<file path="config.mk">
export PLATFORM = sky130hd
export DESIGN_NAME = byte_gather8
export DESIGN_NICKNAME = d
export VERILOG_FILES = /design/src/rtl/byte_gather8_pkg.sv /design/src/rtl/gather_lane_reg.sv /design/src/rtl/byte_gather8.sv
export SDC_FILE = /design/constraint.sdc
export NUM_CORES = 1
export LEC_CHECK = 0
export ABC_CLOCK_PERIOD_IN_PS = 2100
export CAP_MARGIN = 20
export CORE_ASPECT_RATIO = 1.25
export CORE_MARGIN = 2
export CORE_UTILIZATION = 43
export CTS_CLUSTER_SIZE = 14
export DETAILED_ROUTE_END_ITERATION = 8
export GPL_TIMING_DRIVEN = 0
export PLACE_DENSITY = 0.74
export SETUP_SLACK_MARGIN = 0.05
export SLEW_MARGIN = 15
export SYNTH_ARGS = -nofsm -noshare
export SYNTH_HDL_FRONTEND = slang
export SYNTH_HIERARCHICAL = 1
export SYNTH_SLANG_ARGS = --single-unit
export TNS_END_PERCENT = 10
</file>
<file path="constraint.sdc">
create_clock -name CLK -period 2.1 [get_ports CLK]
set_input_delay 0.42 -clock CLK [delete_from_list [all_inputs] [get_ports CLK]]
set_output_delay 0.42 -clock CLK [all_outputs]
set_load 0.02 [all_outputs]
</file>
<file path="src/rtl/byte_gather8_pkg.sv">
// byte_gather8_pkg: shared defaults and types for the byte gather stage.
//   DEF_WIDTH / DEF_LANES : default byte width and bundle lane count
//   state_t               : control FSM encoding (FILL, FULL)
//   lane_t                : one lane at the default width
package byte_gather8_pkg;

  localparam int unsigned DEF_WIDTH = 8;
  localparam int unsigned DEF_LANES = 8;

  typedef enum logic {
    FILL = 1'b0,
    FULL = 1'b1
  } state_t;

  typedef logic [DEF_WIDTH-1:0] lane_t;

endpackage

</file>
<file path="src/rtl/gather_lane_reg.sv">
// gather_lane_reg: one bundle lane register.
//   clk_i, rst_i : clock, asynchronous active-high reset
//   we_i, d_i    : load d_i (takes priority over clear)
//   clr_i        : clear lane to zero
//   q_o          : lane contents
module gather_lane_reg
  import byte_gather8_pkg::*;
#(
  parameter int unsigned WIDTH = DEF_WIDTH
) (
  input  logic             clk_i,
  input  logic             rst_i,
  input  logic             we_i,
  input  logic             clr_i,
  input  logic [WIDTH-1:0] d_i,
  output logic [WIDTH-1:0] q_o
);

  logic [WIDTH-1:0] q_q;

  always_ff @(posedge clk_i or posedge rst_i) begin
    if (rst_i) begin
      q_q <= '0;
    end else if (we_i) begin
      q_q <= d_i;
    end else if (clr_i) begin
      q_q <= '0;
    end
  end

  assign q_o = q_q;

endmodule

</file>
<file path="src/rtl/byte_gather8.sv">
// byte_gather8: deserialises a valid/ready byte stream into an 8-lane bundle
// for the downstream XOR fold. I_last closes a partial bundle; unwritten
// lanes stay zero. A full bundle can drain while the first byte of the next
// one is accepted in the same cycle.
//   CLK, ASYNCRESET         : clock, asynchronous active-high reset
//   I, I_valid, I_last      : input byte stream (I_last closes the bundle)
//   I_ready                 : byte accepted this cycle when I_valid
//   O0..O7, O_count         : bundle lanes (O0 first byte), real lane count
//   O_valid, O_ready        : bundle handshake
//   P                       : running XOR of the bundle, only when
//                             BYTE_GATHER8_PARITY_EN is defined
module byte_gather8
  import byte_gather8_pkg::*;
#(
  parameter int unsigned WIDTH = DEF_WIDTH,
  parameter int unsigned LANES = DEF_LANES,
  parameter int unsigned CW    = $clog2(LANES) + 1
) (
  input  logic             CLK,
  input  logic             ASYNCRESET,
  input  logic [WIDTH-1:0] I,
  input  logic             I_valid,
  input  logic             I_last,
  output logic             I_ready,
  output logic [WIDTH-1:0] O0,
  output logic [WIDTH-1:0] O1,
  output logic [WIDTH-1:0] O2,
  output logic [WIDTH-1:0] O3,
  output logic [WIDTH-1:0] O4,
  output logic [WIDTH-1:0] O5,
  output logic [WIDTH-1:0] O6,
  output logic [WIDTH-1:0] O7,
  output logic [CW-1:0]    O_count,
  output logic             O_valid,
  input  logic             O_ready
`ifdef BYTE_GATHER8_PARITY_EN
  ,
  output logic [WIDTH-1:0] P
`endif
);

  localparam int unsigned IW = $clog2(LANES);

  state_t           state_q, state_d;
  logic [IW-1:0]    idx_q, idx_d;
  logic [CW-1:0]    count_q, count_d;
  logic [LANES-1:0] lane_we;
  logic             lane_clr;
  logic             accept;
  logic [WIDTH-1:0] lane_q [LANES];
  logic [WIDTH-1:0] vis [8];

  assign O_valid = (state_q == FULL);
  // Only combinational path: a held bundle frees space exactly when it drains.
  assign I_ready = (state_q == FILL) | O_ready;
  assign accept  = I_valid & I_ready;

  always_ff @(posedge CLK or posedge ASYNCRESET) begin
    if (ASYNCRESET) begin
      state_q <= FILL;
      idx_q   <= '0;
      count_q <= '0;
    end else begin
      state_q <= state_d;
      idx_q   <= idx_d;
      count_q <= count_d;
    end
  end

  always_comb begin
    state_d  = state_q;
    idx_d    = idx_q;
    count_d  = count_q;
    lane_we  = '0;
    lane_clr = 1'b0;
    unique case (state_q)
      FILL: begin
        if (accept) begin
          lane_we[idx_q] = 1'b1;
          idx_d          = idx_q + 1'b1;
          if (idx_q == IW'(LANES - 1) || I_last) begin
            count_d = CW'(idx_q) + CW'(1);
            state_d = FULL;
            idx_d   = '0;
          end
        end
      end
      FULL: begin
        if (O_ready) begin
          // Drain: clear every lane; a simultaneous byte reloads lane 0 and
          // starts the next bundle (or is a whole bundle if it carries I_last).
          lane_clr = 1'b1;
          state_d  = FILL;
          if (accept) begin
            lane_we[0] = 1'b1;
            idx_d      = IW'(1);
            if (I_last) begin
              count_d = CW'(1);
              state_d = FULL;
              idx_d   = '0;
            end
          end
        end
      end
      default: state_d = FILL;
    endcase
  end

  for (genvar k = 0; k < LANES; k++) begin : g_lane
    gather_lane_reg #(.WIDTH(WIDTH)) u_lane (
      .clk_i (CLK),
      .rst_i (ASYNCRESET),
      .we_i  (lane_we[k]),
      .clr_i (lane_clr),
      .d_i   (I),
      .q_o   (lane_q[k])
    );
  end

  for (genvar k = 0; k < 8; k++) begin : g_vis
    if (k < LANES) begin : g_real
      assign vis[k] = lane_q[k];
    end else begin : g_pad
      assign vis[k] = '0;
    end
  end

  assign O0      = vis[0];
  assign O1      = vis[1];
  assign O2      = vis[2];
  assign O3      = vis[3];
  assign O4      = vis[4];
  assign O5      = vis[5];
  assign O6      = vis[6];
  assign O7      = vis[7];
  assign O_count = count_q;

`ifdef BYTE_GATHER8_PARITY_EN
  logic [WIDTH-1:0] par_q, par_d;

  // Mirrors the lane updates so P always equals the XOR of the lanes.
  always_comb begin
    par_d = par_q;
    if (accept) begin
      par_d = (state_q == FULL) ? I : (par_q ^ I);
    end else if (O_valid && O_ready) begin
      par_d = '0;
    end
  end

  always_ff @(posedge CLK or posedge ASYNCRESET) begin
    if (ASYNCRESET) begin
      par_q <= '0;
    end else begin
      par_q <= par_d;
    end
  end

  assign P = par_q;
`endif

endmodule

</file>
Word level (Yosys, flattened, before mapping)
Cells that the tools add are included.
Word-level totals
  output and inout bits: 70
  word-level logic and storage cells: 72
  bits in read-only memories: 0
  latch bits: 0
  bits in writable memories: 0
  memories: 0
  register bits after elaboration: 72
Operators by class
  mux-type cells: 36
  eq/ne operators: 6
  multipliers: 0
  div/mod/pow operators: 0
  bitwise gates (word level): 3
  shift operators: 0
  reduce and logical (&&, ||, !) cells: 12
  add/sub/neg operators: 2
  order comparisons: 2
Operators by type and width (count)
  8-bit two-way mux: 10
  4-bit two-way mux: 5
  2-bit nonzero test: 8
  3-bit two-way mux: 4
  1-bit two-way mux: 11
  4-bit one-hot mux with 2 select lines: 1
  7-bit two-way mux: 1
  2-bit != test (second input constant): 3
  3-bit one-hot mux with 2 select lines: 1
  5-bit AND reduction: 1
  3-bit by 1-bit adder with 4-bit output (second input constant): 1
  3-bit by 4-bit less-than comparator with 1-bit output (second input constant): 1
  2-bit by 1-bit != test with 1-bit output (second input constant): 2
  1-bit one-hot mux with 2 select lines: 2
  3-bit by 1-bit adder with 3-bit output (second input constant): 1
  1-bit demux with 3-bit select: 1
  3-bit equality test (second input constant): 1
  3-bit by 1-bit greater-or-equal comparator with 1-bit output (second input constant): 1
  3-bit AND reduction: 1
  1-bit AND: 1
  1-bit logical AND: 1
  1-bit logical OR: 1
  1-bit NOT: 1
  1-bit bitwise OR: 1

Logic depth before layout (Yosys ltp)
Gate-level depths: netlist of run 1.
  word-level depth: 7
  mapped depth: 6
  gate-level depth less buffers: 5

Cells and area by module
The synthesis of run 1 kept the hierarchy.
Modules (own cells, without submodules)
  gather_lane_reg: cells each 29, area each 327.8 µm², times used 8
  byte_gather8: cells each 49, area each 466.7 µm², times used 1

Least setup slack after synthesis of run 1
Ideal clock, no wire load.
  kind: flip-flop to flip-flop
  from: reg state_q, in the netlist O_valid
  to: reg g_lane[0].u_lane.q_q[1]
  path buffers: 0
  library setup time: 186 ps
  slack: 7 ps
  stages on the path, launching flop included: 3
  arrival time: 1906 ps
  cells stage by stage: dfrtp_1 -> and2_1 -> o21ai_0
On the way
  elaborated cells on any way between the ends: 10
  classes of those cells: mux (6); bitwise (3); reduce/logical (1)
RTL lines
  from (decl): line byte_gather8.sv:44  | state_t state_q, state_d;
  from (signal assigned): line byte_gather8.sv:64  | state_q <= state_d;
  1-bit two-way mux: line byte_gather8.sv:76  | unique case (state_q)
  named net lane_clr: line byte_gather8.sv:48  | logic lane_clr;
  2-bit nonzero test (no line)
  to (signal assigned): line gather_lane_reg.sv:25  | q_q <= d_i;
  to (decl): line gather_lane_reg.sv:19  | logic [WIDTH-1:0] q_q;
The timed path passes the listed nets, and every way through them passes these cells.
A chain may end at the register's enable or synchronous reset.

Worst setup path after layout of run 1
  from: in I_valid
  to: reg g_lane[5].u_lane.q_q[7]
On the way
  longest elaborated chain between the ends: 4
  elaborated cells on any way between the ends: 5
  classes of those cells: mux (3); bitwise (1); reduce/logical (1)
RTL lines
  from (decl): line byte_gather8.sv:22  | input logic I_valid,
  1-bit AND *: line byte_gather8.sv:56  | assign accept = I_valid & I_ready;
  8-bit two-way mux *: line byte_gather8.sv:78  | if (accept) begin
  7-bit two-way mux *: line byte_gather8.sv:76
  named net lane_we[5]: line byte_gather8.sv:47  | logic [LANES-1:0] lane_we;
  8-bit two-way mux or 2-bit nonzero test (tied branches)
  to (signal assigned): line gather_lane_reg.sv:25
  to (decl): line gather_lane_reg.sv:19
The timed path passes the listed nets; every way through them passes the cells marked *.

==> impl_metrics.json, run 1 <==
{
  "status": "finished clean",
  "crit_family": "buffers and inverters",
  "maxCapViolations": 0,
  "clk_latency_ns": 0.34,
  "synth_cell_types": 24,
  "die_area_um2": 7880,
  "gp_congestion": 0.871,
  "holdPathStages": 1,
  "period_needed_ns": 1.96,
  "grt_pass1_vias": 2417,
  "crit_fanout": 10,
  "synthesis.area_um2": 3090,
  "die_y_um": 98.8,
  "grt_use_total": 0.209,
  "htree_levels": 3,
  "dp_hpwl_um": 5420,
  "hold_start": "g_lane[7].u_lane/q_o[6]",
  "synthesis.instances": 281,
  "nets": 389,
  "vdd_drop_max_v": 0.000408,
  "maxSlewViolCount": 0,
  "drt_iter0_markers": 139,
  "p_per_area_nw_per_um2": 835,
  "fin_util": 0.611,
  "dr.pass1.iters": 4,
  "numCtsBuffers": 9,
  "diodes": 0,
  "post-route-period-util": 0.931,
  "power.total_mw": 3.56,
  "grt_max_degree": 49,
  "cp_slowest_cell": "clkdlybuf4s50_1",
  "clock_path_buffers": 2,
  "max_freq_mhz": 512,
  "vias": 2445,
  "rows": 34,
  "yosysWarnings": 6,
  "wl_um": 7840,
  "drc": 0,
  "grt_overflow": 0,
  "cp-start-kind": "input pin",
  "post_drt_wl_per_cell_um": 16.8,
  "leakage_nw": 1.87,
  "cts-hold-fix-buffers": 0,
  "synth_top_area_frac": 0.583,
  "rsz0062_at_grt": "no",
  "cts-root-buf": "clkbuf_8",
  "initial_core_util": 0.443,
  "drive_gt1_frac": 0.101,
  "synth_area_leaders": "dfrtp_1 (58%), nand2b_1 (8.9%), a22o_1 (7.9%), o21ai_0 (5.3%), nand2_1 (5.2%)",
  "setup_tns_ns": 0,
  "synth_seq_area_share": 0.583,
  "die_w_um": 79.8,
  "cts_tree": "yes",
  "r2r_start": "idx_q[0]",
  "end_kind": "flop",
  "setup_violations": 0,
  "syn_to_final_growth_pct": 37.9,
  "syn_avg_cell_area_um2": 11.0,
  "routed_via_density": 5.22,
  "cts_resized": 1,
  "synth-seq-cells": 72,
  "hold_path.class": "flop to flop",
  "critical_path_buf_inv_count": 2,
  "yosys.area.top_type": "dfrtp_1",
  "grt_first_pass_wirelength_um": 12500,
  "crit_type": "input pin to flop",
  "port_buffers": 82,
  "final_common_cell": "clkdlybuf4s50_1",
  "ant_nets": 0,
  "finalHoldViolations": 0,
  "whs_endpoint": "g_lane[7].u_lane/q_o[6]",
  "antenna_found_initial": 0,
  "required_ns": 2.32,
  "worst-r2r-cell-count": 6,
  "coreArea_um2": 6980,
  "postCtsSetupRepairBufs": 0,
  "critPathArrivalTime_ns": 2.18,
  "worst_path_largest_cell_delay_ns": 0.57,
  "path_clk_slew_ns": 0.07,
  "rrSetupSlack_ns": 0.24,
  "slew_headroom": 0.283,
  "worstMarginPinSlew_ns": 1.08,
  "r2r-end": "g_lane[0].u_lane/q_o[7]",
  "clkSinkCount": 72,
  "synthesis.nets": 296,
  "skew_ns": 0.0135,
  "layout_common_cells": "clkdlybuf4s50_1 (81), dfrtp_1 (72), nand2b_1 (44)",
  "io_pins": 83,
  "cp_cell_sequence": "clkdlybuf4s50_1 > nor2b_4 > nand2_1 > nor2_1 > buf_6 > nor2_4 > a22o_1"
}
## state kept, by name, indices dropped and copies added (netlist names)
signal and flops:
O_valid 1, g_lane.u_lane/q_o 64, idx_q 3, O_count 4
## cells in the mapped netlist
master      n
and2_1      1
nand4_1     1
a22o_1     28
nor2_4      8
buf_2       1
nand2_1    43
a21oi_1     2
inv_1      13
or2_4       1
nor2b_4     1
o21ai_1     8
and2_4      1
a22oi_1     1
o21ai_0    33
o2bb2ai_1   2
ha_1        2
or3_1       1
dfrtp_1    72
nor3_1      2
a32oi_2     1
nand2b_1   44
nor2_1      6
o211ai_1    1
buf_6       8
## worst reg2reg max path, cell delays in order, from the launching register on
cell and delay (ns):
dfrtp_1 0.38, buf_2 0.17, or3_1 0.36, a21oi_1 0.36, buf_6 0.20, nor2_4 0.05
a22o_1 0.24
## power by group
group	leakage, nW	internal, mW	total (mW)	switching (mW)
combinational	0.770	0.318	0.696	0.378
clock	0.119	0.781	1.28	0.501
sequential	0.979	1.50	1.58	0.0805
## cell families (layout without fill, tap and decap cells)
logic type | count (synthesis) | in the layout | share of synthesized area
AOI/OAI and AO/OA | 76 | 76 | 0.165
DFF | 72 | 72 | 0.583
buffers and inverters | 22 | 119 | 0.0466
adders and majority gates | 2 | 2 | 0.00810
and+or+nand+nor | 109 | 109 | 0.197
## stage by stage
step | instances | hold WS (ns) | instance area (um2) | setup WS [ns]
2_1_floorplan | 281 | 0.236 | 3090 | 0.394
3_3_place_gp | 453 | 0.481 | 4020 | -0.247
3_5_place_dp | 453 | 0.478 | 4020 | -0.283
4_1_cts | 468 | 0.502 | 4260 | 0.0654
5_1_grt | 468 | 0.514 | 4260 | 0.0551
6_report | 468 | 0.500 | 4260 | 0.145
## worst max path at each step
stage	from	to	slack (ns)	depth (start not counted)
6_report	I_valid	g_lane[5].u_lane/q_o[7]	0.14	7
5_1_grt	I_valid	g_lane[5].u_lane/q_o[7]	0.06	7
4_1_cts	I_valid	g_lane[4].u_lane/q_o[7]	0.07	7
3_5_place_dp	I_valid	g_lane[4].u_lane/q_o[7]	-0.28	7
3_3_place_gp	I_valid	g_lane[4].u_lane/q_o[6]	-0.25	7
2_1_floorplan	O_valid	g_lane[0].u_lane/q_o[6]	0.39	6
## metal layers
metal	GRT usage	wire length, um
met3	0.0348	605
met5	0	0
met2	0.325	3780
met1	0.287	3330
met4	0.0965	123
## area by class of cell
type	instances	area [um2]
plain buffers	9	95.1
fillers	582	2720
flip-flops and latches	72	1800
clock inverters	6	109
repair buffers	82	820
well taps	90	113
multi-input cells	187	1150
clock buffers	9	124
inverters	13	48.8
Note: power is estimated with default switching activity, not from simulation.
==> run 2, diff against run 1 <==
--- a/config.mk
+++ b/config.mk
@@ -14,7 +14,6 @@
 export DETAILED_ROUTE_END_ITERATION = 8
 export GPL_TIMING_DRIVEN = 0
 export PLACE_DENSITY = 0.74
-export SETUP_SLACK_MARGIN = 0.05
 export SLEW_MARGIN = 15
 export SYNTH_ARGS = -nofsm -noshare
 export SYNTH_HDL_FRONTEND = slang
==> run 2 against run 1 <==
First-iteration DRC count down 16%; clock skew down 0.0059 ns; sequential power about the same; power down 7.8%; flip-flop and latch count unchanged; die area unchanged; hold slack worse by 0.0018 ns; largest power group unchanged; combinational power up 0.7%; fmax up 1.1%; clock power down 22%; via count down 2.5%.
==> impl_metrics.json, run 2 (synthesis gave the netlist of run 1 again) <==
{
  "hold_start": "g_lane[2].u_lane/q_o[6]",
  "grt_use_total": 0.208,
  "cts-root-buf": "clkbuf_8",
  "clkSinkCount": 72,
  "met3RoutedLength_um": 430,
  "end_kind": "flop",
  "diodes": 0,
  "fin_util": 0.606,
  "multi_input_area_um2": 1140,
  "die_area_um2": 7880,
  "period_needed_ns": 1.93,
  "leakage_nw": 1.84,
  "r2r_start": "idx_q[0]",
  "postCtsSetupRepairBufs": 0,
  "htree_levels": 3,
  "status": "finished clean",
  "crit_type": "input pin to flop",
  "grt_pass1_vias": 2375,
  "largest_register_ff_count": 64,
  "dp_hpwl_um": 5370,
  "clk_latency_ns": 0.35,
  "wl_met2_um": 3640,
  "maxSlewViolCount": 0,
  "skew_ns": 0.00759,
  "rsz0062_at_grt": "no",
  "max_freq_mhz": 517,
  "hold_path.class": "flop to flop",
  "syn_to_final_growth_pct": 36.8,
  "critPathArrivalTime_ns": 2.18,
  "wl_um": 7720,
  "grt_first_pass_wirelength_um": 12400,
  "path_clk_slew_ns": 0.08,
  "p_sw_frac": 0.304,
  "final_common_cell": "clkdlybuf4s50_1",
  "p_per_area_nw_per_um2": 776,
  "port_buffers": 82,
  "p_int_mw": 2.28,
  "rows": 34,
  "post_drt_wl_per_cell_um": 16.4,
  "cp-start-kind": "input pin",
  "layout_common_cells": "clkdlybuf4s50_1 (81), dfrtp_1 (72), nand2b_1 (44)",
  "maxCapViolations": 0,
  "numCtsBuffers": 9,
  "die_y_um": 98.8,
  "grt_max_degree": 30,
  "comb_power_share": 0.214,
  "setup_violations": 0,
  "io_pins": 83,
  "ant_nets": 0,
  "top_layer_used": "met4",
  "clkPwrFrac": 0.305,
  "dr.pass1.iters": 5,
  "regArea_um2": 1800,
  "post-route-period-util": 0.921,
  "netSwitchingPower_mw": 0.997,
  "required_ns": 2.35,
  "slew_headroom": 0.657,
  "met1Wirelength_um": 3490,
  "fill_cells": 590,
  "setup_tns_ns": 0,
  "drive_gt1_frac": 0.103,
  "crit_fanout": 10,
  "nets": 390,
  "cts-hold-fix-buffers": 0,
  "antenna_found_initial": 0,
  "finalHoldViolations": 0,
  "power_frac_seq": 0.481,
  "vias": 2383,
  "grt_overflow": 0,
  "cts_tree": "yes",
  "vdd_drop_max_v": 0.000437,
  "die_w_um": 79.8,
  "clock_path_buffers": 2,
  "drt_iter0_markers": 117,
  "critPathLaunch": "I_valid",
  "routed_via_density": 5.07,
  "power.total_mw": 3.28,
  "worstMarginPinSlew_ns": 0.513,
  "initial_core_util": 0.443,
  "drc": 0,
  "coreArea_um2": 6980,
  "cts_resized": 1,
  "gp_congestion": 0.803
}
## run 2: cell count changes in the layout (fill, tap and decap cells not counted)
cell | before | now
nor3_1 | 1 | 2
nor3_2 | 1 | 0
clkbuf_8 | 9 | 10
clkinv_4 | 1 | 2
buf_12 | 0 | 1
clkinvlp_4 | 0 | 3
bufinv_16 | 3 | 0
clkinv_2 | 2 | 1
## run 2: final timing paths
path	to	slack, ns	depth (start not counted)
setup / recovery	g_lane[4].u_lane/q_o[7]	0.17	7
hold / removal	g_lane[2].u_lane/q_o[6]	0.50	1
setup reg to reg	g_lane[0].u_lane/q_o[7]	0.26	6
hold reg to reg	g_lane[2].u_lane/q_o[6]	0.50	1
max in group asynchronous	O_count[3]	1.15	2
min in group asynchronous	g_lane[6].u_lane/q_o[0]	0.67	2
## run 2: power groups by stage
stage          combinational, mW  clock [mW]  sequential [mW]
4_1_cts                    0.710        1.02             1.58
6_report                   0.701        1.00             1.58
3_3_place_gp               0.690           0             1.60
5_1_grt                    0.756        1.09             1.59
3_5_place_dp               0.708           0             1.60
2_1_floorplan              0.233           0             1.73
## run 2: layer usage
metal / GRT usage / vias to the layer above
li1: - / 1151
met1: 0.285 / 1136
met4: 0.0952 / 0
met2: 0.322 / 82
met3: 0.0357 / 14
met5: 0 / -
## run 2: critical path, cell delays in order
cell and delay (ns):
clkdlybuf4s50_1 0.57, nor2b_4 0.25, nand2_1 0.11, nor3_1 0.37, buf_6 0.21, nor2_4 0.05
a22o_1 0.20
## run 2: final cells by class
class                           instances  area share
Inverter                               13      0.0115
Clock buffer                           10      0.0326
Multi-Input combinational cell        187       0.271
Timing Repair Buffer                   83       0.199
Clock inverter                          6      0.0107
Tap cell                               90      0.0267
Sequential cell                        72       0.426
Buffer                                  9      0.0225
## run 2: stage by stage
step / std cells / hold WS (ns) / instance area (um2) / worst slack, ns
6_report: 470 / 0.498 / 4230 / 0.166
5_1_grt: 470 / 0.526 / 4230 / 0.0131
4_1_cts: 470 / 0.505 / 4230 / 0.158
3_5_place_dp: 454 / 0.487 / 4040 / -0.228
3_3_place_gp: 453 / 0.479 / 4020 / -0.909
2_1_floorplan: 281 / 0.236 / 3090 / 0.00730
==> run 3, diff against run 2 <==
--- a/config.mk
+++ b/config.mk
@@ -5,7 +5,7 @@
 export SDC_FILE = /design/constraint.sdc
 export NUM_CORES = 1
 export LEC_CHECK = 0
-export ABC_CLOCK_PERIOD_IN_PS = 2100
+export ABC_CLOCK_PERIOD_IN_PS = 1800
 export CAP_MARGIN = 20
 export CORE_ASPECT_RATIO = 1.25
 export CORE_MARGIN = 2
@@ -14,6 +14,7 @@
 export DETAILED_ROUTE_END_ITERATION = 8
 export GPL_TIMING_DRIVEN = 0
 export PLACE_DENSITY = 0.74
+export SKIP_CTS_REPAIR_TIMING = 1
 export SLEW_MARGIN = 15
 export SYNTH_ARGS = -nofsm -noshare
 export SYNTH_HDL_FRONTEND = slang
==> constraint.sdc (replaced) <==
create_clock -name CLK -period 1.8 [get_ports CLK]
set_input_delay 0.36 -clock CLK [delete_from_list [all_inputs] [get_ports CLK]]
set_output_delay 0.36 -clock CLK [all_outputs]
set_load 0.02 [all_outputs]
==> run 3 against run 2 <==
The run now ends with setup timing left; wire length up 2.7%; hold slack improved by 0.0014 ns; power is 27% higher.
==> impl_metrics.json, run 3 (synthesis gave the netlist of run 1 again) <==
{
  "dp_hpwl_um": 5420,
  "place_ws_ns": -0.523,
  "path_clk_slew_ns": 0.08,
  "largest_register_ff_count": 64,
  "r2r_start": "idx_q[0]",
  "nets": 389,
  "required_ns": 2.03,
  "die_y_um": 98.8,
  "htree_levels": 3,
  "cp-start-kind": "input pin",
  "fill_cells": 573,
  "numCtsBuffers": 9,
  "violations": "setup timing",
  "initial_core_util": 0.443,
  "coreArea_um2": 6980,
  "grt_overflow": 0,
  "crit_family": "buffers and inverters",
  "netSwitchingPower_mw": 1.13,
  "clock_path_buffers": 2,
  "status": "finished, violations left",
  "worstMarginPinSlew_ns": 0.621,
  "period_needed_ns": 1.83,
  "crit_type": "input pin to flop",
  "cp_cell_sequence": "clkdlybuf4s50_1 > nor2b_4 > nand2_1 > nor3_2 > buf_6 > nor2_4 > a22o_1",
  "comb_power_share": 0.200,
  "layout_common_cells": "clkdlybuf4s50_1 (80), dfrtp_1 (71), nand2b_1 (44)",
  "cp_slowest_cell": "clkdlybuf4s50_1",
  "slew_headroom": 0.586,
  "hold_start": "g_lane[7].u_lane/q_o[6]",
  "power_frac_seq": 0.442,
  "drc": 0,
  "diodes": 0,
  "port_buffers": 82,
  "hold_path.class": "flop to flop",
  "drt_iter0_markers": 152,
  "finalHoldViolations": 0,
  "ant_nets": 0,
  "critPathArrivalTime_ns": 2.06,
  "clkPwrFrac": 0.358,
  "rows": 34,
  "p_sw_frac": 0.272,
  "vdd_drop_max_v": 0.000478,
  "routed_via_density": 5.24,
  "p_int_mw": 3.04,
  "vias": 2451,
  "clk_latency_ns": 0.34,
  "end_kind": "flop",
  "critPathLaunch": "I_valid",
  "cts-root-buf": "clkbuf_8",
  "fin_ws_ns": -0.0296,
  "post_drt_wl_per_cell_um": 16.9,
  "setup_violations": 5,
  "die_area_um2": 7880,
  "grt_first_pass_wirelength_um": 12500,
  "grt_use_total": 0.209,
  "post-route-period-util": 1.02,
  "max_freq_mhz": 547,
  "stdcell_count": 468,
  "wl_um": 7930,
  "cts_tree": "yes",
  "skew_ns": 0.0127,
  "io_pins": 83,
  "clkSinkCount": 72,
  "worst_path_largest_cell_delay_ns": 0.57,
  "gp_congestion": 0.871,
  "placed_cells_incl_taps": 453,
  "leakage_nw": 1.88,
  "die_w_um": 79.8,
  "rsz0062_at_grt": "yes",
  "maxCapViolations": 0,
  "antenna_found_initial": 0,
  "dr.pass1.iters": 5,
  "grt_pass1_vias": 2417,
  "syn_to_final_growth_pct": 39.3,
  "grt_max_degree": 49,
  "maxSlewViolCount": 0,
  "final_common_cell": "clkdlybuf4s50_1",
  "critical_path_buf_inv_count": 2,
  "drive_gt1_frac": 0.119,
  "crit_fanout": 10,
  "p_per_area_nw_per_um2": 969
}
## run 3: path summary, 6_finish.rpt
kind,end,slack [ns],cells past startpoint
max,g_lane[4].u_lane/q_o[7],-0.03,7
min in group asynchronous,g_lane[5].u_lane/q_o[6],0.62,2
min reg2reg,g_lane[7].u_lane/q_o[6],0.50,1
min,g_lane[7].u_lane/q_o[6],0.50,1
max reg2reg,g_lane[0].u_lane/q_o[7],0.08,6
max in group asynchronous,O_valid,0.88,2
## run 3: worst reg2reg max path, stage by stage, from the launching register on
cell and delay (ns):
dfrtp_1 0.38, buf_2 0.17, or3_1 0.40, a21oi_4 0.22
buf_6 0.17, nor2_4 0.05, a22o_1 0.22
## run 3: metal layers
metal,GRT usage,vias up,part of all wire
met5,0,-,0
met4,0.0965,0,0.025
met3,0.0348,15,0.070
met2,0.325,95,0.49
met1,0.287,1201,0.42
li1,-,1140,-
## run 3: power by group through the flow
stage               logic [mW]  registers [mW]  clock network (mW)
floorplan                0.271            2.01                   0
global placement         0.797            1.87                   0
detailed placement       0.818            1.87                   0
CTS                      0.820            1.84                1.52
global route             0.892            1.86                1.61
finish                   0.832            1.85                1.49
## run 3: layout make-up
| class | instances | area, um2 | area share |
|---|---|---|---|
| plain buffers | 9 | 95.1 | 0.0221 |
| inverters | 13 | 48.8 | 0.0113 |
| multi-input cells | 187 | 1180 | 0.275 |
| clock buffers | 9 | 124 | 0.0288 |
| clock inverters | 6 | 109 | 0.0253 |
| repair buffers | 82 | 826 | 0.192 |
| well taps | 90 | 113 | 0.0262 |
| flip-flops and latches | 72 | 1800 | 0.419 |
## run 3: stage by stage
stage / hold WS (ns) / utilization / power, mW / instance area [um2] / setup TNS (ns)
final: 0.499 / 0.617 / 4.17 / 4300 / -0.0703
after global routing: 0.514 / 0.617 / 4.36 / 4300 / -1.11
after CTS: 0.502 / 0.610 / 4.19 / 4260 / -2.18
after detailed placement: 0.478 / 0.577 / 2.69 / 4020 / -24.45
after global placement: 0.481 / 0.577 / 2.67 / 4020 / -22.15
after floorplan: 0.176 / - / 2.28 / 3090 / 0
